## src/rtl/dram_rw_test_sequencer.sv

```systemverilog
// Automated row sweep for the 16-core DRAM write/read engine: write a row pattern,
// read it back, compare all 16 core bytes and report pass/fail, error count and first bad row.
//
// state    | meaning
// ---------+----------------------------------------------------------
// IDLE     | waiting for start, results held
// SETUP_W  | write address/data/model driven, settling before strobe
// STROBE_W | one-cycle io_en for the write
// WAIT_W   | waiting for a wt_done rising edge (timeout/abort exit)
// SETUP_R  | read address/model driven, settling before strobe
// STROBE_R | one-cycle io_en for the read
// WAIT_R   | waiting for a rd_done rising edge (timeout/abort exit)
// CHECK    | compare rd_data bytes against the row pattern
// NEXT     | advance row or finish
// FINISH   | one-cycle done pulse, pass resolved
module dram_rw_test_sequencer #(
   parameter int unsigned SETUP_CYC   = 4,
   parameter int unsigned TIMEOUT_CYC = 65535,
   parameter logic [7:0]  SEED        = 8'h55
) (
   input  logic           clk_100m,
   input  logic           rst_n_locked,
   input  logic           start,
   input  logic           abort,
   input  logic [5:0]     cfg_last_row,
   output logic           io_en,
   output logic [1:0]     io_model,
   output logic [5:0]     wwl_add,
   output logic [5:0]     rwl_dec_add,
   output logic [63:0]    wbl_data,
   input  logic           wt_done,
   input  logic           rd_done,
   input  logic [127:0]   rd_data,
   output logic           busy,
   output logic           done,
   output logic           pass,
   output logic [11:0]    err_cnt,
   output logic [5:0]     fail_row,
   output logic           timeout
);

   localparam int unsigned TMR_MAX = (TIMEOUT_CYC > SETUP_CYC) ? TIMEOUT_CYC : SETUP_CYC;
   localparam int          TMR_W   = $clog2(TMR_MAX + 1);
   localparam logic [TMR_W-1:0] SETUP_LD = TMR_W'(SETUP_CYC - 1);
   localparam logic [TMR_W-1:0] TO_LD    = TMR_W'(TIMEOUT_CYC - 1);

   typedef enum logic [3:0] {
      IDLE, SETUP_W, STROBE_W, WAIT_W, SETUP_R, STROBE_R, WAIT_R, CHECK, NEXT, FINISH
   } state_t;

   state_t             r_state;
   state_t             w_state_nxt;
   logic [5:0]         r_row;
   logic [5:0]         w_row_nxt;
   logic [5:0]         r_last_row;
   logic [TMR_W-1:0]   r_tmr;
   logic               r_wt_prev;
   logic               r_rd_prev;
   logic               r_abort;
   logic [11:0]        r_err_cnt;
   logic [5:0]         r_fail_row;
   logic               r_fail_seen;
   logic               r_timeout;
   logic               r_pass;
   logic [1:0]         r_io_model;
   logic [5:0]         r_wwl_add;
   logic [5:0]         r_rwl_dec_add;
   logic [63:0]        r_wbl_data;

   logic               w_start_acc;
   logic               w_abort_any;
   logic               w_wt_rise;
   logic               w_rd_rise;
   logic               w_tmr_tc;
   logic               w_to_hit;
   logic [7:0]         w_pat;
   logic [4:0]         w_mis_cnt;
   logic [12:0]        w_err_sum;

   assign w_abort_any = r_abort | abort;
   assign w_wt_rise   = wt_done & ~r_wt_prev;
   assign w_rd_rise   = rd_done & ~r_rd_prev;
   assign w_tmr_tc    = (r_tmr == '0);
   assign w_pat       = SEED ^ {2'b00, r_row};
   assign w_err_sum   = {1'b0, r_err_cnt} + 13'(w_mis_cnt);

   // A wait phase times out only when neither abort nor the completion edge claims the cycle.
   assign w_to_hit = ((r_state == WAIT_W) && !w_abort_any && !w_wt_rise && w_tmr_tc) ||
                     ((r_state == WAIT_R) && !w_abort_any && !w_rd_rise && w_tmr_tc);

   always_comb begin
      w_mis_cnt = '0;
      for (int k = 0; k < 16; k++) begin
         if (rd_data[8*k +: 8] != w_pat) w_mis_cnt = w_mis_cnt + 5'd1;
      end
   end

   always_comb begin
      w_state_nxt = r_state;
      w_row_nxt   = r_row;
      w_start_acc = 1'b0;
      case (r_state)
         IDLE: begin
            if (start) begin
               w_start_acc = 1'b1;
               w_row_nxt   = '0;
               w_state_nxt = SETUP_W;
            end
         end
         SETUP_W:  if (w_tmr_tc) w_state_nxt = STROBE_W;
         STROBE_W: w_state_nxt = WAIT_W;
         WAIT_W: begin
            if (w_abort_any)    w_state_nxt = FINISH;
            else if (w_wt_rise) w_state_nxt = SETUP_R;
            else if (w_tmr_tc)  w_state_nxt = FINISH;
         end
         SETUP_R:  if (w_tmr_tc) w_state_nxt = STROBE_R;
         STROBE_R: w_state_nxt = WAIT_R;
         WAIT_R: begin
            if (w_abort_any)    w_state_nxt = FINISH;
            else if (w_rd_rise) w_state_nxt = CHECK;
            else if (w_tmr_tc)  w_state_nxt = FINISH;
         end
         CHECK: w_state_nxt = NEXT;
         NEXT: begin
            if (w_abort_any || (r_row == r_last_row)) begin
               w_state_nxt = FINISH;
            end else begin
               w_row_nxt   = r_row + 6'd1;
               w_state_nxt = SETUP_W;
            end
         end
         FINISH:  w_state_nxt = IDLE;
         default: w_state_nxt = IDLE;
      endcase
   end

   always_ff @(posedge clk_100m or negedge rst_n_locked) begin
      if (!rst_n_locked) begin
         r_state <= IDLE;
         r_row   <= '0;
         r_tmr   <= '0;
      end else begin
         r_state <= w_state_nxt;
         r_row   <= w_row_nxt;
         // One down-counter serves both the setup hold and the completion timeout.
         if (w_state_nxt != r_state) begin
            case (w_state_nxt)
               SETUP_W, SETUP_R: r_tmr <= SETUP_LD;
               WAIT_W, WAIT_R:   r_tmr <= TO_LD;
               default:          r_tmr <= '0;
            endcase
         end else if (!w_tmr_tc) begin
            r_tmr <= r_tmr - TMR_W'(1);
         end
      end
   end

   always_ff @(posedge clk_100m or negedge rst_n_locked) begin
      if (!rst_n_locked) begin
         r_wt_prev <= 1'b0;
         r_rd_prev <= 1'b0;
      end else begin
         r_wt_prev <= wt_done;
         r_rd_prev <= rd_done;
      end
   end

   always_ff @(posedge clk_100m or negedge rst_n_locked) begin
      if (!rst_n_locked) begin
         r_last_row  <= '0;
         r_abort     <= 1'b0;
         r_err_cnt   <= '0;
         r_fail_row  <= 6'h3F;
         r_fail_seen <= 1'b0;
         r_timeout   <= 1'b0;
         r_pass      <= 1'b0;
      end else begin
         if (w_start_acc) begin
            r_last_row  <= cfg_last_row;
            r_abort     <= 1'b0;
            r_err_cnt   <= '0;
            r_fail_row  <= 6'h3F;
            r_fail_seen <= 1'b0;
            r_timeout   <= 1'b0;
            r_pass      <= 1'b0;
         end else begin
            if (r_state == FINISH)                      r_abort <= 1'b0;
            else if (abort && (r_state != IDLE))        r_abort <= 1'b1;

            if (r_state == CHECK) begin
               r_err_cnt <= w_err_sum[12] ? 12'hFFF : w_err_sum[11:0];
               if ((w_mis_cnt != '0) && !r_fail_seen) begin
                  r_fail_row  <= r_row;
                  r_fail_seen <= 1'b1;
               end
            end

            if (w_to_hit) r_timeout <= 1'b1;

            // Resolved on entry to FINISH so pass is valid alongside the done pulse.
            if ((w_state_nxt == FINISH) && (r_state != FINISH)) begin
               r_pass <= !w_abort_any && !w_to_hit && !r_timeout && (r_err_cnt == '0);
            end
         end
      end
   end

   always_ff @(posedge clk_100m or negedge rst_n_locked) begin
      if (!rst_n_locked) begin
         r_io_model    <= 2'b00;
         r_wwl_add     <= '0;
         r_rwl_dec_add <= '0;
         r_wbl_data    <= '0;
      end else begin
         if ((w_state_nxt == SETUP_W) && (r_state != SETUP_W)) begin
            r_io_model <= 2'b00;
            r_wwl_add  <= w_row_nxt;
            r_wbl_data <= {8{SEED ^ {2'b00, w_row_nxt}}};
         end
         if ((w_state_nxt == SETUP_R) && (r_state != SETUP_R)) begin
            r_io_model    <= 2'b01;
            r_rwl_dec_add <= r_row;
         end
      end
   end

   assign io_en       = (r_state == STROBE_W) || (r_state == STROBE_R);
   assign done        = (r_state == FINISH);
   assign busy        = (r_state != IDLE) && (r_state != FINISH);
   assign io_model    = r_io_model;
   assign wwl_add     = r_wwl_add;
   assign rwl_dec_add = r_rwl_dec_add;
   assign wbl_data    = r_wbl_data;
   assign pass        = r_pass;
   assign err_cnt     = r_err_cnt;
   assign fail_row    = r_fail_row;
   assign timeout     = r_timeout;

endmodule
```

## config.mk

```make
export PLATFORM = sky130hd
export DESIGN_NAME = dram_rw_test_sequencer
export DESIGN_NICKNAME = d
export VERILOG_FILES = /design/src/rtl/dram_rw_test_sequencer.sv
export SDC_FILE = /design/constraint.sdc
export NUM_CORES = 1
export LEC_CHECK = 0
export ABC_CLOCK_PERIOD_IN_PS = 11700
export CELL_PAD_IN_SITES_DETAIL_PLACEMENT = 1
export CELL_PAD_IN_SITES_GLOBAL_PLACEMENT = 1
export CORE_MARGIN = 1
export CORE_UTILIZATION = 35
export CTS_BUF_LIST = sky130_fd_sc_hd__clkbuf_16
export CTS_CLUSTER_DIAMETER = 120
export DETAILED_ROUTE_END_ITERATION = 8
export PLACE_DENSITY_LB_ADDON = 0.1
export REMOVE_ABC_BUFFERS = 1
export SLEW_MARGIN = 20
export SYNTH_ARGS = -nofsm -noshare
export SYNTH_HDL_FRONTEND = slang
export SYNTH_SLANG_ARGS = --single-unit
```

## constraint.sdc

```tcl
create_clock -name clk_100m -period 11.7 [get_ports clk_100m]
set_input_delay 2.34 -clock clk_100m [delete_from_list [all_inputs] [get_ports clk_100m]]
set_output_delay 2.34 -clock clk_100m [all_outputs]
set_load 0.01 [all_outputs]
```

==> flow_summary.ini, run 1 <==
[yosys]
synth_ff_type = dfrtp_1
ys_ff_latch = 73
ys_async_sr_fraction_pct = 100
yosys_warnings = 0
postSynthAreaPerCell_um2 = 8.60
yosysSeqAreaShare_pct = 24.5
synth.distinct_cells = 82
syn-cell-area_mm2 = 0.00749
synth_enable_flop_cells = 0
syn_inst = 871

[sta]
finalCritPeriodShare_pct = 96.4
period_minus_slack_ps = 11280
finalSetupTns_ps = 0
setup_viol = 0
drv_slew = 0
slew_headroom_pct = 36.9
worstMarginPinSlew_ps = 946
timing.final.ws_setup_ps = 416
max_freq_ghz = 0.0886
hold_viol = 0
fin_worst_skew_ps = 8.37

[critical_path]
reg2reg_slack_ps = 2200
critPathRequiredTime_ps = 11900
path_max_fanout = 3
r2r_cells = 49
cp_slowest_cell = clkdlybuf4s50_1
cp-start-kind = input pin
setup.worst_path.end_class = register
r2r_start = r_row[2]
crit_type = input pin to register
max_stage_delay_ps = 400
r2r_end = err_cnt[8]
crit_arrival_ps = 11480
startpoint = rd_data[15]

[placement]
gp_congestion = 0.787
place_ws_ps = -317
numPlacedInstances = 1333
hpwl_um = 17700
port_buffers = 231
dpl_cell_area_mm2 = 0.00987

[detailed_routing]
drc = 0
totalWireLength_um = 23600
dr.max_layer_used = met4
routed_via_density = 5.07
post_drt_wl_per_cell_um = 17.4
met2RoutedLength_um = 12400
m1WireLength_um = 10500
drtAntennaViolNets = 0
wl_met3_um = 561
drtPass1Iterations = 4
vias = 6864
drt-initial-drc-count = 231

[clock_tree]
insertion_delay_ps = 330
path_clk_slew_ps = 60
cts_root_buf = clkbuf_16
clock-sinks = 73
postCtsHoldBufs = 0
cts_tree = done
htreeDepth = 3
cts_buffers = 9
clk_path_buf_depth = 2

[worst_hold_path]
whs_endpoint = io_model[0]
hold-path-cell-count = 2
hp-class = register to register
min_from = io_model[0]

[final_layout]
drive_gt1_share_pct = 15.7
area_delta_synth_final_pct = 40.1
final_common_cell = clkdlybuf4s50_1
layout.cells.non_filler = 1355
nets = 1237
final_cell_area_mm2 = 0.0105
final_cell_mix = clkdlybuf4s50_1, xnor2_1, nor2_1
fill_cells = 2409

[run]
maxCapViolations = 0

[grt]
grt_pass1_wl_um = 37600
globalRoute.totalOverflow = 0
grt_pass1_vias = 7100
grt_max_degree = 74
antenna_found_initial = 1
grtUsageTotal_pct = 21.5

[floorplanning]
io_pins = 241
rows = 53
initial_core_util_pct = 35.7
die_y_um = 148
fp.dieArea_mm2 = 0.0220
coreArea_mm2 = 0.0210
die_w_um = 148

[power]
power.density_mw_per_mm2 = 151
max-vdd-ir-drop_mv = 0.111
p_leak_nw = 4.40

[run_status]
status = completed
==> state kept, by name (all words and copies together), names as in the netlist <==
register     cells
wwl_add          5
wbl_data         5
fail_row         6
r_last_row       6
r_row            6
pass             1
err_cnt         12
r_rd_prev        1
timeout          1
r_wt_prev        1
r_abort          1
r_tmr           16
io_model         1
r_fail_seen      1
r_state          4
rwl_dec_add      6
==> metrics by stage <==
step	hold slack, ps	utilization [%]	power, W
floorplan	450	-	0.000890
global placement	459	47.0	0.00123
detailed placement	469	47.0	0.00125
CTS	484	48.5	0.00155
global route	511	49.9	0.00171
finish	479	49.9	0.00159
==> how the worst max path moves through the flow <==
stage                  to  slack, ps  cells past startpoint
2_1_floorplan  err_cnt[8]        490                     49
3_3_place_gp   err_cnt[7]        -70                     51
3_5_place_dp   err_cnt[8]       -320                     51
4_1_cts        err_cnt[8]          7                     51
5_1_grt        err_cnt[8]        -90                     53
6_report       err_cnt[8]        420                     51
==> Yosys cell counts (all sizes together) (21+ instances only) <==
master    n  share of area, %
o21ai    23               1.5
xnor2   103                13
nor3     25               1.7
xor2     70               9.0
dfrtp    67                22
a21oi    52               3.6
inv      23               1.2
ha       22               3.7
buf      77               7.6
nor2     71               3.8
nand3    21               1.4
nand2    67               3.4
==> where the power goes <==
part	internal (W)	leakage [nW]	total (W)	switching, W
combinational	0.000451	3.31	0.000949	0.000498
sequential	0.000303	0.950	0.000360	0.0000569
clock	0.000165	0.141	0.000277	0.000112
total	0.000919	4.40	0.00159	0.000667
==> logic make-up (layout without fill, tap and decap cells) <==
group,after synthesis,count (layout),synth area share (%)
xor gates and xnor gates,177,177,23.5
and+or+nand+nor,310,310,22.1
muxes,26,26,3.72
DFF,73,73,24.5
other,1,10,0.0500
AOI/OAI and AO/OA,139,139,12.3
adders and majority gates,24,24,4.07
buffers and inverters,121,321,9.78
==> critical path, delay by kind of cell <==
kind / cells / cell delay [ps]
buffers and inverters: 6 / 980
AO/OA/AOI/OAI: 12 / 2030
XOR/XNOR: 5 / 760
multiplexers: 4 / 960
AND/OR/NAND/NOR: 15 / 2070
adder cells (fa/ha/maj): 9 / 2310
==> cell type report <==
cell class	instances	area [um2]	share of cell area, %
Antenna cell	1	2.50	0.0238
Clock buffer	9	225	2.15
Clock inverter	7	70.1	0.667
Inverter	25	93.8	0.894
Multi-Input combinational cell	685	5250	50.0
Sequential cell	73	1830	17.5
Tap cell	275	344	3.28
Timing Repair Buffer	280	2680	25.5
==> metal layers <==
| metal | vias up | track usage, % |
|---|---|---|
| met1 | 3383 | 27.1 |
| met5 | - | 0 |
| met4 | 0 | 4.12 |
| li1 | 3354 | - |
| met2 | 112 | 39.3 |
| met3 | 15 | 2.42 |
==> repair_timing <==
action	in CTS	in global routing
resized for setup	4	43
gates cloned	0	0
buffers inserted	1	4
endpoints found under the setup margin	2	19
pin swaps	2	35
No activity file was read; power rests on OpenSTA's default activity.
==> inputs of run 2 (changes only) <==
CTS_BUF_LIST = sky130_fd_sc_hd__clkbuf_8   (was sky130_fd_sc_hd__clkbuf_16)
PLACE_DENSITY = 0.92   (was unset)
PLACE_DENSITY_LB_ADDON = unset   (was 0.1)
==> run 2 against run 1 <==
Sequential share of layout area down 0.15 points. Final cell count is 1.0% higher. Count of clock-buffer cells in the layout unchanged. Global-route usage increased by 0.56 points. Worst setup slack worse by 230 ps. Critical path type unchanged. Critical endpoint is now err_cnt[11]. Largest cell class unchanged. Largest power group unchanged.
==> flow_summary.ini, run 2 (same netlist as run 1, synthesis figures left out) <==
[clock_tree]
clock-sinks = 73
htreeDepth = 3
path_clk_slew_ps = 80
postCtsHoldBufs = 0
insertion_delay_ps = 370
clk_path_buf_depth = 2
cts_buffers = 9
cts_root_buf = clkbuf_8
cts_tree = done

[final_layout]
final_common_cell = clkdlybuf4s50_1
final_cell_area_mm2 = 0.0106
final_cell_mix = clkdlybuf4s50_1, xnor2_1, nor2_1, dfrtp_1, buf_4
largest_register_ffs = 16
area_delta_synth_final_pct = 41.3
nets = 1252
drive_gt1_share_pct = 17.7
fill_cells = 2420
top_register = r_tmr
diodes = 0

[floorplanning]
io_pins = 241
initial_core_util_pct = 35.7
fp.dieArea_mm2 = 0.0220
die_w_um = 148
coreArea_mm2 = 0.0210
die_y_um = 148
rows = 53

[critical_path]
max_stage_delay_ps = 510
critical_path.most_common_cell = buf_4
path_max_fanout = 6
critPathRequiredTime_ps = 11940
cp-start-kind = input pin
setup.worst_path.end_class = register
crit_arrival_ps = 11760
cp_slowest_cell = clkdlybuf4s50_1
crit_type = input pin to register

[placement]
gp_congestion = 0.867
port_buffers = 231
dpl_cell_area_mm2 = 0.00985
place_ws_ps = -462
hpwl_um = 18600

[sta]
timing.final.ws_setup_ps = 185
max_freq_ghz = 0.0868
fin_worst_skew_ps = 12.5
period_minus_slack_ps = 11510
slew_headroom_pct = 33.3
drv_slew = 0
hold_viol = 0
finalCritPeriodShare_pct = 98.4
worstMarginPinSlew_ps = 991
setup_viol = 0

[detailed_routing]
drtAntennaViolNets = 0
routed_via_density = 5.33
totalWireLength_um = 25900
drt-initial-drc-count = 281
vias = 7291
drtPass1Iterations = 4
post_drt_wl_per_cell_um = 18.9
drc = 0

[run_status]
status = completed

[grt]
antenna_found_initial = 0
grt_max_degree = 74
grt_pass1_vias = 7619
grt_pass1_wl_um = 38700
globalRoute.totalOverflow = 0
grtUsageTotal_pct = 22.1

[power]
max-vdd-ir-drop_mv = 0.121
power.density_mw_per_mm2 = 148
p_leak_nw = 4.48

[worst_hold_path]
hp-class = register to register

[run]
maxCapViolations = 0
## run 2: cell types whose count changed in the layout (fill, tap and decap cells not counted), moves of 3 or more
cell,change
buf_4,+13
clkbuf_16,-9
clkbuf_8,+9
clkdlybuf4s50_1,-3
dlymetal6s2s_1,+3
inv_1,-4
inv_2,+3
mux2_2,-3
mux2_4,+3
o21ai_1,+3
## run 2: per-stage QoR
stage	TNS [ps]	hold slack, ps	std cells	total power, W	utilization, %
3_3_place_gp	-7.28	459	1331	0.00119	46.9
5_1_grt	-1960	507	1369	0.00167	50.4
6_report	0	481	1369	0.00157	50.4
2_1_floorplan	0	450	783	0.000890	-
4_1_cts	0	487	1354	0.00150	48.4
3_5_place_dp	-4950	467	1331	0.00124	46.9
## run 2: area by class of cell
cell class                      count  area (um2)  area share (%)
Multi-Input combinational cell    685        5300            50.0
Clock inverter                      7         101           0.957
Timing Repair Buffer              295        2800            26.4
Sequential cell                    73        1830            17.3
Clock buffer                        9         124            1.17
Tap cell                          275         344            3.25
Inverter                           25        93.8           0.886
## run 2: where the power goes
group / switching [W] / internal, W
sequential: 0.0000590 / 0.000302
combinational: 0.000526 / 0.000452
clock: 0.000104 / 0.000122
total: 0.000689 / 0.000877
## run 2: final timing paths
| path | start | to | slack (ps) | depth (start not counted) |
|---|---|---|---|---|
| max reg2reg | r_row[4] | err_cnt[11] | 1670 | 50 |
| min | io_model[0] | io_model[0] | 480 | 2 |
| min in group asynchronous | rst_n_locked | err_cnt[6] | 2200 | 2 |
| max | rd_data[14] | err_cnt[11] | 190 | 51 |
| max in group asynchronous | rst_n_locked | r_tmr[4] | 8900 | 2 |
| min reg2reg | io_model[0] | io_model[0] | 480 | 2 |
## run 2: what timing repair did
action                     4_1_cts  5_1_grt
gates cloned                     0        0
buffers inserted                 7       15
resized for setup               11       55
pin swaps                        9       43
setup endpoints to repair       11       19
## run 2: per-layer routing
metal  vias up  wire length, um  track usage, %
li1       3389                -               -
met5         -                0               0
met3        40              908            2.67
met4         0              503            7.37
met2       180            14500            42.5
met1      3682            10000            24.8
## run 2: critical path, delay by kind of cell
family                   cells  cell delay (ps)
adder cells (fa/ha/maj)      8             1990
buffers and inverters       10             1590
AND/OR/NAND/NOR              9             1540
multiplexers                 3              780
XOR/XNOR                     5              780
AO/OA/AOI/OAI               16             2750
==> inputs of run 3 (changes only) <==
TNS_END_PERCENT = 30   (was unset)
==> results of run 3 <==
Same layout as run 2: the final DEF is identical, and so are final timing and power.
